File: config.mk
export PLATFORM = sky130hd
export DESIGN_NAME = debug_io_scheduler
export DESIGN_NICKNAME = d
export VERILOG_FILES = /design/src/rtl/debug_io_pkg.sv /design/src/rtl/debug_pulse_stretch.sv /design/src/rtl/debug_io_scheduler.sv
export SDC_FILE = /design/constraint.sdc
export NUM_CORES = 1
export LEC_CHECK = 0
export ABC_CLOCK_PERIOD_IN_PS = 4200
export BUFFER_PORTS_ARGS = -buffer_cell sky130_fd_sc_hd__buf_2
export CORE_ASPECT_RATIO = 1.1
export CORE_MARGIN = 5
export CORE_UTILIZATION = 25
export CTS_BUF_LIST = sky130_fd_sc_hd__clkbuf_8
export CTS_CLUSTER_DIAMETER = 40
export DETAILED_ROUTE_END_ITERATION = 10
export GPL_TIMING_DRIVEN = 0
export HOLD_SLACK_MARGIN = 0.15
export PLACE_DENSITY = 0.51
export SLEW_MARGIN = 0
export SYNTH_ARGS = -nofsm -noshare
export SYNTH_HDL_FRONTEND = slang
export SYNTH_HIERARCHICAL = 1
export SYNTH_SLANG_ARGS = --single-unit
File: constraint.sdc
create_clock -name S_AXI_ACLK -period 4.2 [get_ports S_AXI_ACLK]
set_input_delay 0.42 -clock S_AXI_ACLK [delete_from_list [all_inputs] [get_ports S_AXI_ACLK]]
set_output_delay 0.42 -clock S_AXI_ACLK [all_outputs]
set_load 0.01 [all_outputs]
File: src/rtl/debug_io_pkg.sv
// Shared definitions for the debug pin scheduler: source group codes,
// mode encodings and the scheduler state type.
package debug_io_pkg;

  localparam int NUM_PINS = 4;

  localparam logic [1:0] GRP_FSYNC  = 2'd0;
  localparam logic [1:0] GRP_FILTER = 2'd1;
  localparam logic [1:0] GRP_VS     = 2'd2;
  localparam logic [1:0] GRP_AUX    = 2'd3;

  localparam logic MODE_STATIC = 1'b0;
  localparam logic MODE_SCAN   = 1'b1;

  typedef enum logic [1:0] {
    ST_IDLE   = 2'd0,
    ST_STATIC = 2'd1,
    ST_SCAN   = 2'd2
  } state_t;

endpackage

File: src/rtl/debug_pulse_stretch.sv
// Per-pin pulse stretcher: a rising edge of sel keeps the pin high for
// 'stretch' extra cycles; clear drops any running stretch and re-seeds the
// edge history from the current sel so no false edge is seen afterwards.
module debug_pulse_stretch #(
  parameter int STR_W = 8
) (
  input  logic             clk,
  input  logic             srst,
  input  logic             sel,
  input  logic             clear,
  input  logic [STR_W-1:0] stretch,
  output logic             pin
);

  logic             sel_prev_reg;
  logic [STR_W-1:0] cnt_reg;
  logic [STR_W-1:0] cnt_next;
  logic             out_reg;
  logic             rise;

  // Edge detect and counter reload/decrement.
  always_comb begin
    rise     = sel & ~sel_prev_reg;
    cnt_next = '0;
    if (rise) begin
      cnt_next = stretch;
    end else if (cnt_reg != '0) begin
      cnt_next = cnt_reg - STR_W'(1);
    end
  end

  // Registered output: the live level ORed with any stretch still pending.
  always_ff @(posedge clk) begin
    if (srst) begin
      sel_prev_reg <= 1'b0;
      cnt_reg      <= '0;
      out_reg      <= 1'b0;
    end else if (clear) begin
      sel_prev_reg <= sel;
      cnt_reg      <= '0;
      out_reg      <= sel;
    end else begin
      sel_prev_reg <= sel;
      cnt_reg      <= cnt_next;
      out_reg      <= sel | (cnt_reg != '0);
    end
  end

  assign pin = out_reg;

endmodule

File: src/rtl/debug_io_scheduler.sv
// Routes the four debug source groups onto four debug header pins, either
// statically (one group/bit per pin) or by scanning every bit index across
// all groups, with per-pin pulse stretching for scope visibility.
module debug_io_scheduler
  import debug_io_pkg::*;
#(
  parameter int  NBIT    = 8,
  parameter int  DWELL_W = 16,
  parameter int  STR_W   = 8,
  localparam int IDX_W   = $clog2(NBIT)
) (
  input  logic                     S_AXI_ACLK,
  input  logic                     S_AXI_ARESET,
  input  logic [NBIT-1:0]          FSYNC_I,
  input  logic [NBIT-1:0]          FSYNC_FILTER_I,
  input  logic [NBIT-1:0]          VS_I,
  input  logic [NBIT-1:0]          AUX_I,
  input  logic                     CFG_EN_I,
  input  logic                     CFG_MODE_I,
  input  logic [4*(2+IDX_W)-1:0]   CFG_SEL_I,
  input  logic [DWELL_W-1:0]       CFG_DWELL_I,
  input  logic [STR_W-1:0]         CFG_STRETCH_I,
  input  logic                     CFG_UPDATE_I,
  output logic [3:0]               DEBUG_O,
  output logic [IDX_W-1:0]         SCAN_IDX_O,
  output logic                     SCAN_WRAP_O,
  output logic                     CFG_ERR_O
);

  localparam int FW = 2 + IDX_W;

  logic [NUM_PINS-1:0][NBIT-1:0] src_reg;
  logic [4*FW-1:0]               cfg_sel_reg;
  logic [DWELL_W-1:0]            cfg_dwell_reg;
  logic [STR_W-1:0]              cfg_stretch_reg;
  logic [DWELL_W-1:0]            dwell_cnt_reg;
  logic [DWELL_W-1:0]            dwell_last;
  logic [IDX_W-1:0]              scan_idx_reg;
  logic                          wrap_reg;
  logic                          err_reg;
  logic                          upd_dly_reg;
  logic                          idx_step_reg;
  logic                          dwell_term;
  logic                          stretch_clear;
  logic [NUM_PINS-1:0]           idx_bad;
  state_t                        state_reg;
  state_t                        state_next;

  // Stage 1: capture all source groups.
  always_ff @(posedge S_AXI_ACLK) begin
    if (S_AXI_ARESET) begin
      src_reg <= '0;
    end else begin
      src_reg[GRP_FSYNC]  <= FSYNC_I;
      src_reg[GRP_FILTER] <= FSYNC_FILTER_I;
      src_reg[GRP_VS]     <= VS_I;
      src_reg[GRP_AUX]    <= AUX_I;
    end
  end

  // Next state: only a config update moves the scheduler between modes.
  always_comb begin
    state_next = state_reg;
    if (CFG_UPDATE_I) begin
      if (!CFG_EN_I) begin
        state_next = ST_IDLE;
      end else if (CFG_MODE_I == MODE_SCAN) begin
        state_next = ST_SCAN;
      end else begin
        state_next = ST_STATIC;
      end
    end
  end

  // State register.
  always_ff @(posedge S_AXI_ACLK) begin
    if (S_AXI_ARESET) begin
      state_reg <= ST_IDLE;
    end else begin
      state_reg <= state_next;
    end
  end

  // A dwell of 0 behaves as 1, so the last count is then 0 as well.
  assign dwell_last = (cfg_dwell_reg == '0) ? '0 : cfg_dwell_reg - DWELL_W'(1);
  assign dwell_term = (state_reg == ST_SCAN) && (dwell_cnt_reg == dwell_last);

  // Stretchers are re-seeded one cycle after an update or index step, i.e.
  // on the first edge where sel already reflects the new selection.
  assign stretch_clear = upd_dly_reg | idx_step_reg;

  // Active config, scan sequencing and config error flag; update beats dwell.
  always_ff @(posedge S_AXI_ACLK) begin
    if (S_AXI_ARESET) begin
      cfg_sel_reg     <= '0;
      cfg_dwell_reg   <= '0;
      cfg_stretch_reg <= '0;
      dwell_cnt_reg   <= '0;
      scan_idx_reg    <= '0;
      wrap_reg        <= 1'b0;
      err_reg         <= 1'b0;
      upd_dly_reg     <= 1'b0;
      idx_step_reg    <= 1'b0;
    end else if (CFG_UPDATE_I) begin
      cfg_sel_reg     <= CFG_SEL_I;
      cfg_dwell_reg   <= CFG_DWELL_I;
      cfg_stretch_reg <= CFG_STRETCH_I;
      dwell_cnt_reg   <= '0;
      scan_idx_reg    <= '0;
      wrap_reg        <= 1'b0;
      err_reg         <= CFG_EN_I && (CFG_MODE_I == MODE_STATIC) && (|idx_bad);
      upd_dly_reg     <= 1'b1;
      idx_step_reg    <= 1'b0;
    end else begin
      upd_dly_reg  <= 1'b0;
      idx_step_reg <= 1'b0;
      wrap_reg     <= 1'b0;
      if (state_reg == ST_SCAN) begin
        if (dwell_term) begin
          dwell_cnt_reg <= '0;
          idx_step_reg  <= 1'b1;
          if (scan_idx_reg == IDX_W'(NBIT - 1)) begin
            scan_idx_reg <= '0;
            wrap_reg     <= 1'b1;
          end else begin
            scan_idx_reg <= scan_idx_reg + IDX_W'(1);
          end
        end else begin
          dwell_cnt_reg <= dwell_cnt_reg + DWELL_W'(1);
        end
      end
    end
  end

  // Stage 2: per-pin selection feeding a pulse stretcher.
  genvar gi;
  generate
    for (gi = 0; gi < NUM_PINS; gi++) begin : g_pin
      logic [1:0]       grp;
      logic [IDX_W-1:0] idx;
      logic             pin_sel;

      assign grp         = cfg_sel_reg[gi*FW+IDX_W +: 2];
      assign idx         = cfg_sel_reg[gi*FW +: IDX_W];
      assign idx_bad[gi] = int'(CFG_SEL_I[gi*FW +: IDX_W]) >= NBIT;

      // Pick this pin's source bit for the current mode; bad idx reads 0.
      always_comb begin
        pin_sel = 1'b0;
        case (state_reg)
          ST_STATIC: if (int'(idx) < NBIT) pin_sel = src_reg[grp][idx];
          ST_SCAN:   pin_sel = src_reg[gi][scan_idx_reg];
          default:   pin_sel = 1'b0;
        endcase
      end

      debug_pulse_stretch #(.STR_W(STR_W)) u_stretch (
        .clk     (S_AXI_ACLK),
        .srst    (S_AXI_ARESET),
        .sel     (pin_sel),
        .clear   (stretch_clear),
        .stretch (cfg_stretch_reg),
        .pin     (DEBUG_O[gi])
      );
    end
  endgenerate

  assign SCAN_IDX_O  = scan_idx_reg;
  assign SCAN_WRAP_O = wrap_reg;
  assign CFG_ERR_O   = err_reg;

endmodule

==> out/qor.yml <==
core_area_um2: 31220
cts_buffer_depth: 2
stdcell_count: 1332
cts_tree: "yes"
maxCapViolCount: 0
rsz0062_at_grt: "false"
io_pins: 90
htree_levels: 4
area_delta_synth_final_pct: 18.22
vias_per_cell: 4.676
end_kind: "flip-flop"
cpMaxStageDelayCell: "mux4_2"
drive_gt1_frac: 0.2577
hold_class: "in2reg"
post_cts_buffers: 0
synth-seq-cells: 140
vdd_drop_max_mv: 0.2598
grt_pass1_wl_um: 34490
status: "finished, final reports clean"
yosysMostFrequentCell: "dfxtp_1"
syn_nets: 884
nets: 994
finalHoldWorstSlack_ps: 174.7
required_ps: 4580
cts_buffers: 17
synth-edff-count: 0
critical_path.cell_chain: "clkbuf_1 -> mux4_2 -> mux4_2 -> mux2_2 -> a22oi_1 -> nor2_1 -> nor2b_1 -> or3_2 -> o21ai_1"
fp.dieArea_um2: 35110
die_h_um: 196.0
postRouteAntennaNets: 0
remaining_drc_errors: 0
synth_flop_cell: "dfxtp_1"
antenna_cells: 0
fp.dieW_um: 179.1
setup_viol: 0
tightest_slew_ps: 892.5
power_density_nw_per_um2: 439.4
antenna_found_initial: 1
fp-row-count: 68
relSlewSlack: 0.4050
io_buffers: 87
syn_area_per_cell_um2: 9.967
drv_slew: 0
start_util: 0.2518
path_class: "reg2reg"
drt-total-wl_um: 22010
setup_tns_ps: 0
vias: 6228
synth_cells: 789
p_leak_nw: 3.566
layout_setup_ws_ps: 671.9
ys_seq_area_frac: 0.3564
yosysTopAreaCell: "dfxtp_1"
clk_latency_ps: 450
grt_util_all_layers: 0.1254
detail_route.wl_per_cell_um: 16.52
cts_sinks: 140
synth.area.top_cells: "dfxtp_1 (36%), mux4_2 (14%), mux2i_1 (6.5%)"
place_congestion: 0.8760
post-place-ws_ps: 618.4
clk_pin_slew_worst_paths_ps: 100
period_minus_slack_ps: 3528
final_area_um2: 9296
fmaxAchievable_mhz: 283.4
yosys-top-cells-count: "dfxtp_1 (140), nor2_1 (93), nand2_1 (55), mux2i_1 (51), mux4_2 (48)"
hold_viol_final: 0
worst_path_most_repeated_cell: "mux4_2"
critical-path-max-stage-delay_ps: 610
startpoint_type: "flip-flop"
worstPathArrival_ps: 3910
drt_iter0_markers: 580
first_pass_iters: 5
netlist_area_um2: 7864
root_buffer: "clkbuf_8"
ys_warn_count: 6
ys_types: 75
grt_max_degree: 17
synthDominantCellAreaShare: 0.3564
overflow: 0
placed_area_um2: 8825
grt_pass1_vias: 6061
crit_fanout: 9
dp_hpwl_um: 16970
async_reset_ff_frac: 0
dpl.cell_count: 1296
clock_skew_ps: 20.35
post-route-period-util: 0.8400
-- final timing paths --
check / cells after the start / endpoint / slack (ps) / start
worst max-delay path: 9 / g_pin[2].u_stretch/cnt_reg[5]$_SDFF_PP0_ / 670 / cfg_sel_reg[13]$_SDFFE_PP0P_
worst min-delay path: 2 / src_reg[9]$_SDFF_PP0_ / 170 / FSYNC_FILTER_I[1]
worst max register to register: 9 / g_pin[2].u_stretch/cnt_reg[5]$_SDFF_PP0_ / 670 / cfg_sel_reg[13]$_SDFFE_PP0P_
worst min register to register: 2 / state_reg[1]$_SDFFE_PP0P_ / 490 / state_reg[1]$_SDFFE_PP0P_
-- through the flow --
stage | util | total power, W
after floorplan | - | 0.002611
after global placement | 0.2826 | 0.002887
after detailed placement | 0.2826 | 0.002897
after CTS | 0.2974 | 0.004137
after global routing | 0.2977 | 0.004366
final | 0.2977 | 0.004085
-- area by class of cell --
| type | count | area [um^2] |
|---|---|---|
| Fill cell | 3312 | 21930 |
| Multi-Input combinational cell | 578 | 4758 |
| Sequential cell | 140 | 2803 |
| Tap cell | 420 | 525.5 |
| Timing Repair Buffer | 91 | 475.5 |
| Clock buffer | 17 | 234.0 |
| Buffer | 49 | 220.2 |
| Clock inverter | 15 | 197.7 |
| Inverter | 22 | 82.58 |
-- timing repair --
action                                 CTS  global route
hold buffers                             3             1
endpoints found under the hold margin    3             1
gates resized for setup                  0             0
-- metal layers --
| layer | wire, um | up-vias | track usage | share of wire |
|---|---|---|---|---|
| met5 | 7 | - | 0 | 0.00032 |
| li1 | - | 3042 | - | - |
| met1 | 10670 | 2984 | 0.1842 | 0.48 |
| met4 | 314 | 2 | 0.03499 | 0.014 |
| met2 | 9748 | 182 | 0.1854 | 0.44 |
| met3 | 1267 | 18 | 0.02679 | 0.058 |
-- worst max-delay path, delay by kind of cell, from the launching register on --
family,cells,cell delay [ps]
muxes,3,1370
and+or+nand+nor,3,860
buffers and inverters,1,580
AOI/OAI and AO/OA,2,340
DFF,1,310
-- logic make-up after synthesis --
group,share of synthesized area
compound gates,0.08720
xor+xnor,0.05919
fa+ha+maj,0.02228
buf+inv,0.03850
flops,0.3564
mux,0.2138
other cells,0.0004769
simple gates,0.2221
-- power by group --
group | switching, W | internal, W | total (W)
combinational | 0.000586 | 0.000627 | 0.00121
clock | 0.000610 | 0.000611 | 0.00122
sequential | 0.000163 | 0.00149 | 0.00165
total | 0.00136 | 0.00273 | 0.00409
-- cell usage in the layout, fill, tap and decap left out, types with 8 or more instances in the layout --
master / n
nand2b_1: 8
inv_1: 22
clkbuf_1: 32
clkbuf_8: 17
mux4_2: 48
nor2b_1: 45
xor2_1: 25
buf_2: 92
nand4_1: 12
nand3_1: 10
nor3_1: 12
or3_1: 10
mux2_2: 8
nor2_1: 93
ha_1: 14
xnor2_1: 23
nand2_1: 55
nor2_2: 11
a21oi_1: 24
o21ai_1: 20
mux2i_1: 51
dfxtp_1: 140
inv_6: 8
(Power assumes the default switching activity.)
